$ cat config.mk
export PLATFORM = sky130hd
export DESIGN_NAME = bcd_counter_mux7seg
export DESIGN_NICKNAME = d
export VERILOG_FILES = /design/src/rtl/bcd_counter_mux7seg.sv
export SDC_FILE = /design/constraint.sdc
export NUM_CORES = 1
export LEC_CHECK = 0
export ABC_AREA = 1
export CAP_MARGIN = 25
export CORE_UTILIZATION = 40
export CTS_CLUSTER_DIAMETER = 120
export DETAILED_ROUTE_END_ITERATION = 10
export DONT_BUFFER_PORTS = 1
export SLEW_MARGIN = 20
export SYNTH_ARGS = -nofsm -noshare
export SYNTH_HDL_FRONTEND = slang
export SYNTH_SLANG_ARGS = --single-unit
$ cat constraint.sdc
create_clock -name iclk -period 2.7 [get_ports iclk]
set_input_delay 0.81 -clock iclk [delete_from_list [all_inputs] [get_ports iclk]]
set_output_delay 0.81 -clock iclk [all_outputs]
set_load 0.01 [all_outputs]
$ cat src/rtl/bcd_counter_mux7seg.sv
// Multi-digit BCD up/down counter with tick prescaler and a time-multiplexed,
// active-low 7-segment driver. Optional leading-zero blanking is enabled by
// defining BCD_CNT_BLANK_LEADING_EN.
module bcd_counter_mux7seg #(
  parameter int unsigned DIGITS   = 4,
  parameter int unsigned TICK_DIV = 50_000_000,
  parameter int unsigned SCAN_DIV = 50_000
) (
  input  logic                  iclk,
  input  logic                  rst_n,
  input  logic                  en,
  input  logic                  up,
  input  logic                  clr,
  output logic [4*DIGITS-1:0]   count,
  output logic [6:0]            seg,
  output logic [DIGITS-1:0]     an,
  output logic                  wrap,
  output logic                  terminal
);

  localparam int unsigned CW     = 4 * DIGITS;
  localparam int unsigned PRE_W  = (TICK_DIV > 1) ? $clog2(TICK_DIV) : 1;
  localparam int unsigned SCAN_W = (SCAN_DIV > 1) ? $clog2(SCAN_DIV) : 1;
  localparam int unsigned IDX_W  = (DIGITS > 1) ? $clog2(DIGITS) : 1;
  localparam logic [DIGITS-1:0] AN_RST = ~DIGITS'(1);

  logic [PRE_W-1:0]  presc_q, presc_d;
  logic [SCAN_W-1:0] scan_q, scan_d;
  logic [IDX_W-1:0]  idx_q, idx_d;
  logic [CW-1:0]     count_q, count_d;
  logic [6:0]        seg_q, seg_d;
  logic [DIGITS-1:0] an_q, an_d;
  logic              wrap_q, wrap_d;

  logic              tick;
  logic              all9, all0;
  logic [CW-1:0]     next_val;
  logic              carry;
  logic [3:0]        dig, nxt;
  logic [3:0]        dig_sel;
  logic              blank_sel;

  // Active-high segment pattern {g,f,e,d,c,b,a}; non-decimal values are dark.
  function automatic logic [6:0] seg_decode(input logic [3:0] v);
    case (v)
      4'd0:    seg_decode = 7'h3F;
      4'd1:    seg_decode = 7'h06;
      4'd2:    seg_decode = 7'h5B;
      4'd3:    seg_decode = 7'h4F;
      4'd4:    seg_decode = 7'h66;
      4'd5:    seg_decode = 7'h6D;
      4'd6:    seg_decode = 7'h7D;
      4'd7:    seg_decode = 7'h07;
      4'd8:    seg_decode = 7'h7F;
      4'd9:    seg_decode = 7'h67;
      default: seg_decode = 7'h00;
    endcase
  endfunction

  assign tick     = (presc_q == PRE_W'(TICK_DIV - 1));
  assign terminal = up ? all9 : all0;

  // All-nines / all-zeros detection on the current count.
  always_comb begin
    all9 = 1'b1;
    all0 = 1'b1;
    for (int i = 0; i < DIGITS; i++) begin
      all9 = all9 && (count_q[4*i +: 4] == 4'd9);
      all0 = all0 && (count_q[4*i +: 4] == 4'd0);
    end
  end

  // Prescaler, ripple-carry BCD step, clear priority and wrap detection.
  always_comb begin
    count_d  = count_q;
    wrap_d   = 1'b0;
    presc_d  = tick ? '0 : presc_q + PRE_W'(1);
    next_val = '0;
    carry    = 1'b1;
    dig      = '0;
    nxt      = '0;
    for (int i = 0; i < DIGITS; i++) begin
      dig = count_q[4*i +: 4];
      nxt = dig;
      if (carry) begin
        if (up) begin
          if (dig >= 4'd9) begin
            nxt = 4'd0;
          end else begin
            nxt   = dig + 4'd1;
            carry = 1'b0;
          end
        end else begin
          if (dig == 4'd0) begin
            nxt = 4'd9;
          end else begin
            nxt   = dig - 4'd1;
            carry = 1'b0;
          end
        end
      end
      next_val[4*i +: 4] = nxt;
    end
    if (clr) begin
      count_d = '0;
      presc_d = '0;
    end else if (tick && en) begin
      count_d = next_val;
      wrap_d  = terminal;
    end
  end

`ifdef BCD_CNT_BLANK_LEADING_EN
  logic [DIGITS-1:0] blank;
  logic              zero_above;

  // A digit blanks when it and every higher digit are zero; digit 0 always shows.
  always_comb begin
    blank      = '0;
    zero_above = 1'b1;
    for (int k = DIGITS - 1; k >= 0; k--) begin
      zero_above = zero_above && (count_d[4*k +: 4] == 4'd0);
      blank[k]   = zero_above && (k != 0);
    end
  end
`else
  logic [DIGITS-1:0] blank;
  assign blank = '0;
`endif

  // Scan timing plus anode/segment selection from next-cycle state, so the
  // registered an/seg always agree with the registered digit index and count.
  always_comb begin
    scan_d = scan_q + SCAN_W'(1);
    idx_d  = idx_q;
    if (scan_q == SCAN_W'(SCAN_DIV - 1)) begin
      scan_d = '0;
      idx_d  = (idx_q == IDX_W'(DIGITS - 1)) ? '0 : idx_q + IDX_W'(1);
    end
    an_d      = '1;
    dig_sel   = '0;
    blank_sel = 1'b0;
    for (int k = 0; k < DIGITS; k++) begin
      if (idx_d == IDX_W'(k)) begin
        an_d[k]   = 1'b0;
        dig_sel   = count_d[4*k +: 4];
        blank_sel = blank[k];
      end
    end
    seg_d = blank_sel ? 7'h7F : ~seg_decode(dig_sel);
  end

  // State registers.
  always_ff @(posedge iclk or negedge rst_n) begin
    if (!rst_n) begin
      presc_q <= '0;
      scan_q  <= '0;
      idx_q   <= '0;
      count_q <= '0;
      wrap_q  <= 1'b0;
      an_q    <= AN_RST;
      seg_q   <= ~7'h3F;
    end else begin
      presc_q <= presc_d;
      scan_q  <= scan_d;
      idx_q   <= idx_d;
      count_q <= count_d;
      wrap_q  <= wrap_d;
      an_q    <= an_d;
      seg_q   <= seg_d;
    end
  end

  assign count = count_q;
  assign seg   = seg_q;
  assign an    = an_q;
  assign wrap  = wrap_q;

endmodule
==> out/metrics.cfg, run 1 <==
[global_routing]
grt_pass1_vias=4293
overflow=0
antenna_found_initial=0
grt_usage_pct=19.2
grt_pass1_wl_um=19600
grt_max_degree=73

[timing]
maxSlewHeadroom_pct=69.0
grt_setup_unrepaired=true
hold_viol=0
period_share_pct=96.6
setup_viol=0
final_max_slew_viol_count=0
fin_crit_ns=2.61
finalClockSkew_ns=0.00938
tightest_slew_ns=0.465
max_freq_ghz=0.383
timing.hold.ws_ns=0.165

[synth]
syn-cell-area_um2=4940
yosysUniqueCellTypes=43
ys_seq_area_share_pct=36.5
async_reset_ff_share_pct=100
synth_cells=678
ys.flop_type=dfrtp_1
syn_avg_cell_area_um2=7.29
synth-seq-cells=72
synth_nets=704
synth_warnings=0
synth_edf_count=0

[layout]
antenna_cells=0
layout-drive-gt1-share_pct=23.8
final_common_cell=nand2_1
final-instance-count-excl-fill=877
area_delta_synth_final_pct=19.1
final_nets=751
layout_common_cells=nand2_1, inv_1, dfrtp_1

[clocking]
clkSinkCount=72
clk_pin_slew_ns=0.06
clk_path_buf_depth=2
h-tree-depth=3
cts_hold_buf=0
cts_root_buffer=clkbuf_16
numCtsBuffers=9
cts_tree=built
clock_latency_ns=0.34

[die]
die_h_um=113
die_w_um=113
dieArea_um2=12800
num_rows=40
initial_utilization_pct=41.2
io_pins=34
core_area_um2=12000

[placement]
numPortBuffers=0
placed_cells=843
finalWeightedCongestion=0.854
hpwl_um=8720

[setup_path]
reg2reg_depth=19
start_kind=flop
criticalPathCategory=flop to output port
end_kind=output port
reg2reg_slack_ns=0.17
r2r_end=seg[0]$_DFF_PN0_
arrival_ns=1.80
rr_startpoint=scan_q[0]$_DFF_PN0_
required_ns=1.89
worstPathMaxFanout=6

[routing]
first_pass_iters=4
wl_met1_um=5250
drc=0
dr.first_iter.drc_count=287
post_drt_wl_per_cell_um=13.4
routed_wl_um=11800
viasPerCell=5.04
ant_nets=0
wl_met2_um=5920
dr_total_vias=4423
dr.max_layer_used=met4
wl_met3_um=467

[job]
cap_violations=0

[power]
ir_drop_uv=303
power.density_nw_per_um2=416
p_leak_nw=3.14

[hold_path]
min_path_type=input port to asynchronous set/reset pin

[run_status]
status=completed

synthesized netlist by cell type (3+ instances only):
cell	instances	area [um^2]
nand2_1	182	683
inv_1	87	327
nor2_1	69	259
dfrtp_1	68	1700
nand3_1	56	280
nand4_1	23	144
ha_1	21	263
nand2_2	19	119
a21oi_1	16	80.1
inv_2	16	60.1
nor3_1	13	65.1
o21ai_0	13	65.1
nor2_4	10	113
nor2_2	8	50.1
nand3_2	7	70.1
xor2_1	7	61.3
xnor2_1	6	52.6
buf_2	5	25.0
nand3b_1	5	37.5
dfstp_2	4	105
nor3b_1	4	30.0
nor4_1	4	25.0
o211ai_1	4	30.0
a31oi_1	3	18.8
nor3_4	3	48.8
o21a_1	3	22.5
per-stage QoR:
| stage | worst slack [ns] | total power [mW] | setup TNS [ns] | cell area, um^2 | utilization [%] |
|---|---|---|---|---|---|
| detailed placement | -0.00494 | 1.17 | -0.00494 | 5280 | 43.9 |
| CTS | 0.0367 | 2.47 | 0 | 5610 | 46.7 |
| floorplan | 0.186 | 1.16 | 0 | 4940 | - |
| finish | 0.0923 | 2.45 | 0 | 5890 | 49.0 |
| global route | -0.0762 | 2.54 | -0.225 | 5890 | 49.0 |
| global placement | 0.0853 | 1.17 | 0 | 5280 | 43.9 |
flip-flops by register name (all words and copies together), names as in the netlist:
name / cells
idx_q: 2
count: 16
scan_q: 16
seg: 7
wrap: 1
an: 4
presc_q: 26
where the power goes:
group | switching (mW) | internal (mW)
sequential | 0.00335 | 1.08
clock | 0.476 | 0.808
combinational | 0.0477 | 0.0325
area by class of cell:
class | instances | area, um^2
Clock buffer | 9 | 225
Clock inverter | 7 | 96.3
Fill cell | 1170 | 6120
Inverter | 105 | 399
Multi-Input combinational cell | 492 | 2830
Sequential cell | 72 | 1810
Tap cell | 147 | 184
Timing Repair Buffer | 45 | 342
metal layers:
metal,GRT usage [%],up-vias
met3,3.86,10
li1,-,2273
met1,23.7,2069
met4,7.72,0
met2,33.0,71
met5,0,-
what timing repair did:
item                                    CTS  global route
buffers inserted                          0            18
resized for setup                         4            46
endpoints found under the setup margin    1             8
pin swaps                                 0            19
worst max path at each step:
stage	start	to	depth (start not counted)
after global placement	up	seg[4]$_DFF_PN0_	15
after floorplan	up	seg[0]$_DFF_PN0_	17
after detailed placement	up	seg[3]$_DFF_PN0_	17
final	count[12]$_DFF_PN0_	terminal	7
after CTS	count[13]$_DFF_PN0_	terminal	5
after global routing	count[1]$_DFF_PN0_	seg[3]$_DFF_PN0_	20
worst max-delay path, cell delays in order (launching register included):
cell and delay [ns]:
dfrtp_2 0.48, inv_4 0.10, ha_1 0.18, nand3_2 0.10
nor2_2 0.17, nand4_1 0.16, o41ai_4 0.09, buf_4 0.18
kinds of logic (layout without fill, tap and decap cells):
logic type	Yosys count	count (layout)	synth area share [%]
adders and majority gates	21	21	5.31
xor gates and xnor gates	13	13	2.30
and+or+nand+nor	413	413	41.4
DFF	72	72	36.5
AOI/OAI and AO/OA	45	45	5.31
buffers and inverters	114	166	9.08
No activity file was read; power rests on OpenSTA's default activity.
==> inputs of run 2 (changes only) <==
--- a/config.mk
+++ b/config.mk
@@ -8,6 +8,7 @@
 export ABC_AREA = 1
 export CAP_MARGIN = 25
 export CORE_UTILIZATION = 40
+export CTS_BUF_LIST = sky130_fd_sc_hd__clkbuf_2
 export CTS_CLUSTER_DIAMETER = 120
 export DETAILED_ROUTE_END_ITERATION = 10
 export DONT_BUFFER_PORTS = 1
==> run 2 against run 1 <==
The flow now finishes with violations (setup timing). Utilization shrank 0.81 points. Sequential cell count did not move. Setup slack worse by 0.10 ns. Routed wire length increased by 1.2%. Largest power group is now sequential cells. Design area is 1.7% lower. Clock-buffer cell count stayed put. Critical path depth is the same. Clock skew increased by 0.033 ns. Die area stayed put. Worst hold slack worse by 0.089 ns. Via count is 1.2% higher.
==> out/metrics.cfg, run 2 (synthesis gave the netlist of run 1 again) <==
[run_status]
status=finished, violations left
violations=setup timing

[setup_path]
crit_path_start=count[12]$_DFF_PN0_
criticalPathCategory=flop to output port
worstPathMaxFanout=6
crit_path_top_delay_cell=dfrtp_2
required_ns=1.89
crit_chain=inv_4 > ha_4 > nand3_4 > nor2_4 > nand4_1 > o41ai_2 > buf_4
slowest_delay_ns=0.54
arrival_ns=1.90
rr_startpoint=count[9]$_DFF_PN0_
start_kind=flop
end_kind=output port

[routing]
dr_total_vias=4476
viasPerCell=5.06
routed_wl_um=11900
first_pass_iters=4
ant_nets=0
post_drt_wl_per_cell_um=13.5
drc=0
dr.first_iter.drc_count=273

[clocking]
clkSinkCount=72
clock_latency_ns=0.52
clk_pin_slew_ns=0.23
numCtsBuffers=9
cts_tree=built
clk_path_buf_depth=2
cts_root_buffer=clkbuf_2
h-tree-depth=3

[hold_path]
min_path_type=input port to asynchronous set/reset pin

[timing]
hold_viol=0
fin_crit_ns=2.71
max_freq_ghz=0.369
period_share_pct=100
grt_setup_unrepaired=true
timing.hold.ws_ns=0.0759
maxSlewHeadroom_pct=68.5
finalClockSkew_ns=0.0420
setup_viol=1
tightest_slew_ns=0.471
fin_ws_ns=-0.0104
final_max_slew_viol_count=0

[layout]
area_delta_synth_final_pct=17.2
layout-drive-gt1-share_pct=24.7
antenna_cells=0
largest_reg_flops=26
final-instance-count-excl-fill=885
top_register=presc_q
final_nets=759
final_common_cell=nand2_1
multi_input_area_um2=2810
layout_common_cells=nand2_1, inv_1, nor2_1
fillers=1177
regArea_um2=1820

[die]
core_area_um2=12000
io_pins=34
die_w_um=113
num_rows=40
dieArea_um2=12800
die_h_um=113
initial_utilization_pct=41.2

[power]
p_leak_nw=3.07
p_total_mw=1.91
ir_drop_uv=169
power.density_nw_per_um2=329

[job]
cap_violations=0

[placement]
place_ws_ns=-0.00494
hpwl_um=8720
finalWeightedCongestion=0.854
numPortBuffers=0
placed_cells=843

[global_routing]
grt_pass1_wl_um=20000
antenna_found_initial=0
grt_max_degree=69
grt_pass1_vias=4366
grt_usage_pct=19.5
overflow=0

run 2: changes by cell type in the layout (fill, tap and decap cells not counted), sizes merged:
cell | before | now
buf | 45 | 53
run 2: metrics by stage:
step | instance area, um^2 | util, % | setup TNS, ns
3_5_place_dp | 5280 | 43.9 | -0.00494
5_1_grt | 5790 | 48.2 | -0.744
3_3_place_gp | 5280 | 43.9 | 0
4_1_cts | 5610 | 46.7 | -0.0594
2_1_floorplan | 4940 | - | 0
6_report | 5790 | 48.2 | -0.0104
run 2: repair_timing:
item / in CTS / in global routing
setup endpoints to repair: 1 / 8
pin swaps: 6 / 10
buffers inserted: 12 / 14
gates resized for setup: 29 / 21
hold buffers: 1 / 0
endpoints found under the hold margin: 68 / 0
run 2: final cells by class:
type                            count  area share (%)
Tap cell                          147            3.17
Multi-Input combinational cell    492            48.6
Clock buffer                        9           0.778
Timing Repair Buffer               53            7.49
Clock inverter                      7            1.66
Sequential cell                    72            31.4
Inverter                          105            6.98
run 2: final timing paths:
check	endpoint	slack [ns]	depth (start not counted)
setup / recovery	terminal	-0.01	7
setup reg to reg	seg[3]$_DFF_PN0_	0.08	22
max in group asynchronous	presc_q[19]$_DFF_PN0_	2.26	1
hold / removal	an[3]$_DFF_PN1_	0.08	0
hold reg to reg	scan_q[0]$_DFF_PN0_	0.48	1
min in group iclk	count[11]$_DFF_PN0_	0.30	1
run 2: layer usage:
metal  GRT usage [%]  up-vias  wire length (um)
met4            9.30        0               257
met5               0        -                 0
met1            23.8     2086              5310
met3            3.32       19               429
met2            33.6       82              5930
li1                -     2289                 -
run 2: report_power, final:
part,total [mW],internal (mW),switching (mW)
Combinational,0.0993,0.0331,0.0663
Sequential,1.09,1.08,0.00304
Clock,0.720,0.304,0.415
Total,1.91,1.42,0.484
run 2: critical path, delay by kind of cell, from the launching register on:
kind / cells / cell delay, ns
compound gates: 1 / 0.07
fa+ha+maj: 1 / 0.15
buf+inv: 2 / 0.27
flops: 1 / 0.54
simple gates: 3 / 0.33
